### src/rtl/histeq_frame_sequencer.sv
// Phase controller for one histogram-equalization frame: sequences histogram,
// CDF and output stages, derives the output divisor and arbitrates the M2 read port.
module histeq_frame_sequencer #(
   parameter int NUM_PIXELS     = 262144,
   parameter int TIMEOUT_CYCLES = 1048576
) (
   input  logic        clock,
   input  logic        reset_n,
   input  logic        go,
   input  logic        abort,
   output logic        hist_start,
   input  logic        hist_done,
   output logic        cdf_start,
   input  logic        cdf_done,
   input  logic [19:0] cdf_min_in,
   output logic        out_start,
   input  logic        out_done,
   output logic [19:0] CdfMin,
   output logic [19:0] divisor,
   output logic [1:0]  m2sp_sel,
   output logic        output_base_offset,
   output logic        busy,
   output logic        frame_done,
   output logic        error,
   output logic [7:0]  frame_count
);

   typedef enum logic [2:0] {
      S_IDLE, S_HIST, S_CDF, S_PARAM, S_OUT, S_FINISH, S_ERR
   } state_t;

   localparam logic [23:0] TMO_LAST = 24'(TIMEOUT_CYCLES - 1);
   localparam logic [19:0] NPIX     = 20'(NUM_PIXELS);
   localparam logic [1:0]  SEL_NONE = 2'd3;

   state_t      state;
   logic [23:0] tmo_count;
   logic        timed_out;

   assign timed_out = (tmo_count == TMO_LAST);

   always_ff @(posedge clock) begin
      if (!reset_n) begin
         state              <= S_IDLE;
         tmo_count          <= '0;
         hist_start         <= 1'b0;
         cdf_start          <= 1'b0;
         out_start          <= 1'b0;
         frame_done         <= 1'b0;
         error              <= 1'b0;
         busy               <= 1'b0;
         m2sp_sel           <= SEL_NONE;
         CdfMin             <= '0;
         divisor            <= 20'd1;
         output_base_offset <= 1'b0;
         frame_count        <= '0;
      end else begin
         hist_start <= 1'b0;
         cdf_start  <= 1'b0;
         out_start  <= 1'b0;
         frame_done <= 1'b0;
         if (abort) begin
            state     <= S_IDLE;
            tmo_count <= '0;
            busy      <= 1'b0;
            error     <= 1'b0;
            m2sp_sel  <= SEL_NONE;
         end else begin
            case (state)
               S_IDLE: begin
                  if (go) begin
                     state      <= S_HIST;
                     tmo_count  <= '0;
                     hist_start <= 1'b1;
                     busy       <= 1'b1;
                     m2sp_sel   <= 2'd0;
                  end
               end
               S_HIST: begin
                  if (hist_done) begin
                     state     <= S_CDF;
                     tmo_count <= '0;
                     cdf_start <= 1'b1;
                     m2sp_sel  <= 2'd1;
                  end else if (timed_out) begin
                     state     <= S_ERR;
                     tmo_count <= '0;
                     busy      <= 1'b0;
                     error     <= 1'b1;
                     m2sp_sel  <= SEL_NONE;
                  end else begin
                     tmo_count <= tmo_count + 24'd1;
                  end
               end
               S_CDF: begin
                  if (cdf_done) begin
                     state     <= S_PARAM;
                     tmo_count <= '0;
                     CdfMin    <= cdf_min_in;
                     m2sp_sel  <= SEL_NONE;
                  end else if (timed_out) begin
                     state     <= S_ERR;
                     tmo_count <= '0;
                     busy      <= 1'b0;
                     error     <= 1'b1;
                     m2sp_sel  <= SEL_NONE;
                  end else begin
                     tmo_count <= tmo_count + 24'd1;
                  end
               end
               S_PARAM: begin
                  // A CdfMin at or above the pixel count would give a zero or
                  // wrapped divisor; clamp to 1 so the output stage never divides by 0.
                  state     <= S_OUT;
                  tmo_count <= '0;
                  out_start <= 1'b1;
                  m2sp_sel  <= 2'd2;
                  divisor   <= (CdfMin < NPIX) ? (NPIX - CdfMin) : 20'd1;
               end
               S_OUT: begin
                  if (out_done) begin
                     state              <= S_FINISH;
                     tmo_count          <= '0;
                     frame_done         <= 1'b1;
                     output_base_offset <= ~output_base_offset;
                     frame_count        <= frame_count + 8'd1;
                     m2sp_sel           <= SEL_NONE;
                  end else if (timed_out) begin
                     state     <= S_ERR;
                     tmo_count <= '0;
                     busy      <= 1'b0;
                     error     <= 1'b1;
                     m2sp_sel  <= SEL_NONE;
                  end else begin
                     tmo_count <= tmo_count + 24'd1;
                  end
               end
               S_FINISH: begin
                  state     <= S_IDLE;
                  tmo_count <= '0;
                  busy      <= 1'b0;
               end
               S_ERR: begin
                  state <= S_ERR;
               end
               default: begin
                  state     <= S_IDLE;
                  tmo_count <= '0;
                  busy      <= 1'b0;
                  error     <= 1'b0;
                  m2sp_sel  <= SEL_NONE;
               end
            endcase
         end
      end
   end

endmodule

### config.mk
export PLATFORM = sky130hd
export DESIGN_NAME = histeq_frame_sequencer
export DESIGN_NICKNAME = d
export VERILOG_FILES = /design/src/rtl/histeq_frame_sequencer.sv
export SDC_FILE = /design/constraint.sdc
export NUM_CORES = 1
export LEC_CHECK = 0
export ABC_AREA = 1
export CAP_MARGIN = 25
export CORE_MARGIN = 2
export CORE_UTILIZATION = 45
export CTS_BUF_LIST = sky130_fd_sc_hd__clkbuf_2
export DETAILED_ROUTE_END_ITERATION = 7
export DONT_BUFFER_PORTS = 1
export GPL_TIMING_DRIVEN = 0
export HOLD_SLACK_MARGIN = 0.15
export PLACE_DENSITY = 0.6
export SYNTH_ARGS = -nofsm -noshare
export SYNTH_HDL_FRONTEND = slang
export SYNTH_SLANG_ARGS = --single-unit
### constraint.sdc
create_clock -name clock -period 1.7 [get_ports clock]
set_input_delay 0.34 -clock clock [delete_from_list [all_inputs] [get_ports clock]]
set_output_delay 0.34 -clock clock [all_outputs]
set_load 0.02 [all_outputs]
==> qor.json, run 1 <==
{
  "logic_synthesis": {
    "synthesis.nets": 640,
    "yosys_synthesis_warning_count": 0,
    "async_flop_share_pct": 0,
    "netlist.top_cell.by_area": "dfxtp_1",
    "synth.most_common_cell": "nand2_1",
    "number_of_synthesized_flops_with_an_enable_pin": 0,
    "synth_area_sq_um": 4140,
    "syn_inst": 610,
    "synth-seq-area-share_pct": 40.6,
    "synth-seq-cells": 84,
    "yosysTopAreaCellShare_pct": 40.6,
    "post_synth.cell_area_avg_sq_um": 6.78,
    "synth.distinct_cells": 36,
    "synthTopCellsByArea": "dfxtp_1 41%, nand2_1 11%, nor2_1 8.1%",
    "ys_top_cells_by_count": "125 x nand2_1, 89 x nor2_1, 84 x dfxtp_1, 70 x inv_1, 50 x nand3_1",
    "synth_ff_type": "dfxtp_1"
  },
  "detailed_routing": {
    "ant_nets": 0,
    "detail_route.vias_per_cell": 5.44,
    "route.vias.total": 4290,
    "routed_wl_um": 11800,
    "drt_drc_violations_left": 0,
    "drt_pre_antenna_iters": 5,
    "route.detailed.wl_per_inst_um": 14.9,
    "first_iter_violations": 209
  },
  "timing": {
    "hold_slack_ps": 253,
    "setup_violators_final": 0,
    "hold_violations": 0,
    "peak_clock_frequency_supported_by_timing_mhz": 613,
    "worst_pin_slew_ps": 586,
    "timing.max_slew.rel_slack_pct": 60.9,
    "fin_crit_ps": 1630,
    "drv_slew": 0,
    "layout_worst_path_cycle_share_pct": 96.0,
    "worst_slack_ps": 67.8,
    "finalClockSkew_ps": 29.5
  },
  "job": {
    "maxCapViolCount": 0
  },
  "power_and_ir_drop": {
    "power-per-cell-area_nw_per_um2": 636,
    "power.internal_mw": 2.43,
    "net-switching-power_mw": 0.841,
    "leakage_dissipation_nw": 2.12,
    "switching_share_pct": 25.7,
    "power_frac_clock_pct": 30.9,
    "p_comb_share_pct": 8.1,
    "power.ir.vdd_worst_uv": 391,
    "seqPwrFrac_pct": 61.0
  },
  "cells_and_area": {
    "layout-drive-gt1-share_pct": 16.6,
    "antenna_cells": 0,
    "area.growth.synth_to_final_pct": 24.1,
    "n_fill_cell": 855,
    "finish.net_count": 706
  },
  "floorplanning": {
    "floorplan.core_area_sq_um": 8810,
    "die_area_sq_um": 9980,
    "num_io_pins": 84,
    "row_count": 34,
    "floorplan.die.height_um": 99.9,
    "die-width_um": 99.9,
    "floorplan.initialDensity_pct": 47.0
  },
  "cts": {
    "clock_tree.root_cell": "clkbuf_2",
    "inserted_clock_buffers": 9,
    "cts_max_level": 3,
    "tritoncts": "yes",
    "ctsLongestPathBuffers": 2,
    "clk_latency_ps": 530,
    "clk_transition_reported_paths_ps": 230,
    "clock-sinks": 84
  },
  "placed_design": {
    "placer_congestion": 0.904,
    "portBuffers": 0,
    "detailedPlacementHpwl_um": 8180,
    "placement.setup.worst_slack_ps": -313
  },
  "worst_setup_path": {
    "crit_path_end_kind": "register",
    "critical_path_required_ps": 2120,
    "cp.arrival_ps": 2050,
    "timing.setup.critical_path_class": "reg2reg",
    "path_max_fanout": 5,
    "cp-start-kind": "register"
  },
  "global_route": {
    "grt_first_pass_wirelength_um": 18700,
    "grt_antenna_before_repair": 0,
    "globalRoute.totalOverflow": 0,
    "largest_net_degree_at_the_start_of_global_routing": 14,
    "grt_use_total_pct": 23.3,
    "number_of_global_route_vias_before_repair": 3878
  },
  "worst_hold_path": {
    "hold_path.class": "in2reg"
  },
  "run_status": {
    "run_status": "complete, no violations"
  }
}
[sequential cells by signal, indices dropped and copies added (netlist names), 2 cells and up]
name / flops
CdfMin: 20
divisor: 20
state: 3
tmo_count: 24
frame_count: 8
m2sp_sel: 2
[area by class of cell]
cell class	instances	area (sq um)	area share, %
well taps	108	135	2.63
repair buffers	55	546	10.6
inverters	77	297	5.77
multi-input cells	436	2270	44.1
clock buffers	10	50.0	0.974
flip-flops and latches	84	1710	33.3
clock inverters	5	53.8	1.05
plain buffers	13	75.1	1.46
[routing by layer]
| metal | up-vias | GRT usage, % | wire [um] |
|---|---|---|---|
| met5 | - | 0 | 0 |
| met4 | 0 | 7.17 | 178 |
| met3 | 18 | 7.24 | 746 |
| met2 | 138 | 36.6 | 5480 |
| met1 | 2006 | 30.8 | 5370 |
| li1 | 2128 | - | - |
[cells in the final DEF (no fill, tap or decap), types with 5 or more instances in the layout]
cell           count
a21oi_1           48
buf_4             17
clkbuf_1           5
clkbuf_2          10
dfxtp_1           69
dfxtp_2           10
dfxtp_4            5
dlygate4sd3_1     36
inv_1             67
inv_2              8
nand2_1          122
nand2_2            5
nand3_1           47
nand3_2            6
nand4_1           17
nor2_1            77
nor2_2            13
nor2_4             9
nor3_1            15
o21ai_0           38
o21ai_1            5
xnor2_1            6
[worst max-delay path: stages (launching register included)]
cell       delay (ps)
dfxtp_2           400
ha_4              140
inv_1              50
nor2_2            110
nand2_2           120
nor2_2            150
nand3_2           100
nand2_2           100
nand2_4            90
nand2_8           100
clkbuf_16         140
nor2_1             30
[cells by family (layout without fill, tap and decap cells)]
logic type / Yosys count / in the layout / share of synthesized area (%)
compound gates: 100 / 100 / 12.6
xor+xnor: 7 / 7 / 1.48
fa+ha+maj: 3 / 3 / 0.907
buf+inv: 90 / 160 / 8.71
flops: 84 / 84 / 40.6
simple gates: 326 / 326 / 35.7
[path summary, 6_finish.rpt]
| check | cells past startpoint | end | slack [ps] | from |
|---|---|---|---|---|
| max | 11 | tmo_count[7] | 70 | tmo_count[0] |
| min | 3 | divisor[2] | 250 | reset_n |
| max reg2reg | 11 | tmo_count[7] | 70 | tmo_count[0] |
| min reg2reg | 2 | tmo_count[14] | 520 | tmo_count[14] |
[power groups by stage]
| stage | Sequential, mW | Clock, mW | Combinational, mW |
|---|---|---|---|
| 3_3_place_gp | 2.04 | 0 | 0.151 |
| 4_1_cts | 2.00 | 1.04 | 0.235 |
| 5_1_grt | 2.00 | 1.11 | 0.288 |
| 2_1_floorplan | 2.04 | 0 | 0.116 |
| 6_report | 1.99 | 1.01 | 0.264 |
| 3_5_place_dp | 2.04 | 0 | 0.152 |
[stage by stage]
stage	cells	cell area [sq um]	TNS [ps]	total power [mW]	utilization [%]
2_1_floorplan	610	4140	0	2.15	-
3_3_place_gp	718	4270	-3340	2.19	48.5
3_5_place_dp	718	4270	-4080	2.19	48.5
4_1_cts	772	4840	0	3.27	54.9
5_1_grt	788	5140	-402	3.40	58.3
6_report	788	5140	0	3.27	58.3
[what timing repair did]
item,in CTS,in global routing
resized for setup,21,46
gates cloned,0,1
setup buffers,6,12
endpoints found under the setup margin,40,62
pin swaps,3,12
hold buffers,33,4
endpoints found under the hold margin,40,3
No activity file was read; power rests on OpenSTA's default activity.
==> inputs of run 2 (changes only) <==
--- a/config.mk
+++ b/config.mk
@@ -9,12 +9,11 @@
 export CAP_MARGIN = 25
 export CORE_MARGIN = 2
 export CORE_UTILIZATION = 45
-export CTS_BUF_LIST = sky130_fd_sc_hd__clkbuf_2
+export CTS_BUF_LIST = sky130_fd_sc_hd__clkbuf_4 sky130_fd_sc_hd__clkbuf_8 sky130_fd_sc_hd__clkbuf_16
 export DETAILED_ROUTE_END_ITERATION = 7
-export DONT_BUFFER_PORTS = 1
 export GPL_TIMING_DRIVEN = 0
 export HOLD_SLACK_MARGIN = 0.15
-export PLACE_DENSITY = 0.6
+export PLACE_DENSITY = 0.71
 export SYNTH_ARGS = -nofsm -noshare
 export SYNTH_HDL_FRONTEND = slang
 export SYNTH_SLANG_ARGS = --single-unit
==> run 2 against run 1 <==
First-iteration DRC count fell by 0.48%. Sequential share of layout area shrank 2.8 points. Register-to-register slack is essentially flat. Combinational power increased by 4%. Worst setup slack got worse by 26 ps. Global-route usage up 0.43 points. Wire length hardly changed. Die area unchanged. Critical endpoint is now divisor[3]. Largest cell class unchanged. Largest power group unchanged.
==> qor.json, run 2 (same netlist as run 1, synthesis figures left out) <==
{
  "run_status": {
    "run_status": "complete, no violations"
  },
  "cts": {
    "clock_tree.root_cell": "clkbuf_8",
    "clk_latency": {"value": 360, "unit": "ps", "change": "-170 ps"},
    "clock-sinks": {"value": 84, "change": "unchanged"},
    "tritoncts": "yes",
    "ctsLongestPathBuffers": {"value": 2, "change": "unchanged"},
    "cts_max_level": {"value": 3, "change": "unchanged"},
    "inserted_clock_buffers": {"value": 9, "change": "unchanged"},
    "clk_transition_reported_paths": {"value": 100, "unit": "ps", "change": "-130 ps"}
  },
  "timing": {
    "drv_slew": {"value": 0, "change": "unchanged"},
    "timing.max_slew.rel_slack": {"value": 68.3, "unit": "%", "change": "+7.4 points"},
    "setup_repair_after_global_routing_missed_its_margin": "true",
    "setup_violators_final": {"value": 0, "change": "unchanged"},
    "finalClockSkew": {"value": 14.8, "unit": "ps", "change": "-14.7 ps"},
    "peak_clock_frequency_supported_by_timing": {"value": 603, "unit": "MHz", "change": "-1.6%"},
    "hold_violations": {"value": 0, "change": "unchanged"},
    "hold_slack": {"value": 433, "unit": "ps", "change": "+180 ps"},
    "fin_crit": {"value": 1660, "unit": "ps", "change": "+26.4 ps"},
    "worst_pin_slew": {"value": 475, "unit": "ps", "change": "-111 ps"},
    "layout_worst_path_cycle_share": {"value": 97.6, "unit": "%", "change": "+1.6 points"}
  },
  "worst_hold_path": {
    "hold_path.class": "reg2reg"
  },
  "cells_and_area": {
    "finish.net_count": {"value": 744, "change": "+5.4%"},
    "biggestRegsByFlops": "tmo_count (24), CdfMin (20), divisor (20)",
    "sequential_cell_area": {"value": 1700, "unit": "sq um", "change": "-0.58%"},
    "layout.cells.most_common_list": "122 x nand2_1, 81 x nor2_1, 77 x dfxtp_1",
    "largest-register": "tmo_count",
    "layout_commonest_cell": "nand2_1",
    "n_fill_cell": {"value": 814, "change": "-4.8%"},
    "layout-drive-gt1-share": {"value": 13.1, "unit": "%", "change": "-3.5 points"},
    "largest_register_ff_count": {"value": 24, "change": "unchanged"},
    "area.growth.synth_to_final_pct": 34.6,
    "area_occupied_by_multi_input_gates": {"value": 2220, "unit": "sq um", "change": "-1.9%"},
    "antenna_cells": {"value": 0, "change": "unchanged"},
    "finish.utilization": {"value": 63.3, "unit": "%", "change": "+4.9 points"}
  },
  "worst_setup_path": {
    "critical_path_required": {"value": 1360, "unit": "ps", "change": "-760 ps"},
    "timing.setup.critical_path_class": "reg2out",
    "crit_path_cell_trace": "clkdlybuf4s50_1",
    "critical_path.n_buffers_inverters": {"value": 1, "change": "-1"},
    "cp-start-kind": "register",
    "timing.reg2reg.setup_slack": {"value": 80, "unit": "ps", "change": "about the same"},
    "path_max_fanout": {"value": 2, "change": "-3"},
    "crit_path_end_kind": "primary output",
    "cp.arrival": {"value": 1320, "unit": "ps", "change": "-730 ps"},
    "cp_top_family": "buffers and inverters",
    "cpPeakStageDelay": {"value": 610, "unit": "ps", "change": "+210 ps"},
    "critPathSlowestCell": "clkdlybuf4s50_1"
  },
  "power_and_ir_drop": {
    "seqPwrFrac": {"value": 55.1, "unit": "%", "change": "-5.9 points"},
    "power-per-cell-area": {"value": 644, "unit": "nW/um^2", "change": "+1.2%"},
    "power_frac_clock": {"value": 37.2, "unit": "%", "change": "+6.3 points"},
    "switching_share": {"value": 26.2, "unit": "%", "change": "+0.50 points"},
    "report.power.total": {"value": 3.59, "unit": "mW", "change": "+9.8%"},
    "leakage_dissipation": {"value": 2.62, "unit": "nW", "change": "+24%"},
    "net-switching-power": {"value": 0.941, "unit": "mW", "change": "+12%"},
    "power.internal": {"value": 2.65, "unit": "mW", "change": "+9.0%"},
    "p_comb_share": {"value": 7.6, "unit": "%", "change": "-0.5 points"},
    "power.ir.vdd_worst": {"value": 435, "unit": "uV", "change": "+11%"}
  },
  "floorplanning": {
    "floorplan.initialDensity": {"value": 47.0, "unit": "%", "change": "unchanged"},
    "row_count": {"value": 34, "change": "unchanged"},
    "die_area": {"value": 9980, "unit": "sq um", "change": "unchanged"},
    "num_io_pins": {"value": 84, "change": "unchanged"},
    "die-width": {"value": 99.9, "unit": "um", "change": "unchanged"},
    "floorplan.core_area": {"value": 8810, "unit": "sq um", "change": "unchanged"},
    "floorplan.die.height": {"value": 99.9, "unit": "um", "change": "unchanged"}
  },
  "global_route": {
    "grt_use_total": {"value": 23.7, "unit": "%", "change": "+0.43 points"},
    "largest_net_degree_at_the_start_of_global_routing": {"value": 17, "change": "+3"},
    "globalRoute.totalOverflow": {"value": 0, "change": "unchanged"},
    "grt_antenna_before_repair": {"value": 0, "change": "unchanged"},
    "number_of_global_route_vias_before_repair": {"value": 4112, "change": "+6.0%"},
    "grt_first_pass_wirelength": {"value": 19200, "unit": "um", "change": "+2.9%"}
  },
  "detailed_routing": {
    "detail_route.vias_per_cell": {"value": 5.35, "change": "-1.8%"},
    "route.detailed.wl_per_inst": {"value": 14.2, "unit": "um", "change": "-4.7%"},
    "ant_nets": {"value": 0, "change": "unchanged"},
    "first_iter_violations": {"value": 208, "change": "-0.48%"},
    "route.vias.total": {"value": 4423, "change": "+3.1%"},
    "drt_drc_violations_left": {"value": 0, "change": "unchanged"},
    "routed_wl": {"value": 11800, "unit": "um", "change": "about the same"},
    "drt_pre_antenna_iters": {"value": 6, "change": "+1"}
  },
  "placed_design": {
    "detailedPlacementHpwl": {"value": 8770, "unit": "um", "change": "+7.3%"},
    "placer_congestion": {"value": 0.929, "change": "+2.7%"},
    "portBuffers": {"value": 83, "change": "+83"}
  },
  "job": {
    "maxCapViolCount": {"value": 0, "change": "unchanged"}
  }
}
## run 2: cell types whose count changed in the layout (fill, tap and decap cells not counted), moves of 4 or more
cell / change
nor2_1: +4
clkdlybuf4s50_1: +44
clkbuf_2: -8
dlymetal6s2s_1: +18
dfxtp_1: +8
dlygate4sd3_1: -36
nor2_2: -4
dfxtp_2: -8
buf_4: -8
dlygate4sd2_1: +21
clkbuf_8: +9
## run 2: final timing paths
kind	cells after the start	from	end
max	1	divisor[3]	divisor[3]
min	2	divisor[19]	divisor[19]
max reg2reg	8	CdfMin[0]	divisor[18]
min reg2reg	2	divisor[19]	divisor[19]
## run 2: metrics by stage
stage / std cells / worst slack (ps) / TNS, ps / instance area (sq um)
final: 827 / 41.4 / 0 / 5570
after global routing: 827 / -29.8 / -329 / 5570
after CTS: 821 / -3.67 / -4.75 / 5350
after detailed placement: 801 / -437 / -13320 / 5100
after global placement: 801 / -471 / -14170 / 5100
after floorplan: 610 / 39.2 / 0 / 4140
## run 2: layout make-up
class,count,area share [%]
clock inverters,7,1.03
plain buffers,13,1.39
flip-flops and latches,84,30.6
repair buffers,93,17.1
clock buffers,9,2.22
well taps,108,2.43
inverters,77,5.28
multi-input cells,436,39.9
## run 2: power by group through the flow
stage | clock (mW) | sequential [mW] | combinational [mW]
after global placement | 0 | 2.03 | 0.238
after detailed placement | 0 | 2.03 | 0.241
after floorplan | 0 | 2.04 | 0.116
after global routing | 1.46 | 1.98 | 0.296
final | 1.34 | 1.98 | 0.274
after CTS | 1.36 | 1.98 | 0.249
## run 2: repair_timing
item	in CTS	in global routing
pin swaps	1	7
endpoints found under the setup margin	55	81
gates resized for setup	38	49
buffers inserted	4	5
hold buffers	0	0
cloned	0	1
## run 2: routing by layer
metal / track usage, % / share of wire, %
met3: 5.99 / 7.8
met4: 6.74 / 2.1
met5: 0 / 0
met2: 38.0 / 46
met1: 31.9 / 44
==> inputs of run 3 (changes only) <==
--- a/config.mk
+++ b/config.mk
@@ -10,6 +10,7 @@
 export CORE_MARGIN = 2
 export CORE_UTILIZATION = 45
 export CTS_BUF_LIST = sky130_fd_sc_hd__clkbuf_4 sky130_fd_sc_hd__clkbuf_8 sky130_fd_sc_hd__clkbuf_16
+export CTS_CLUSTER_DIAMETER = 50
 export DETAILED_ROUTE_END_ITERATION = 7
 export GPL_TIMING_DRIVEN = 0
 export HOLD_SLACK_MARGIN = 0.15
==> results of run 3 <==
Same layout as run 2: the final DEF is identical, and so are final timing and power.
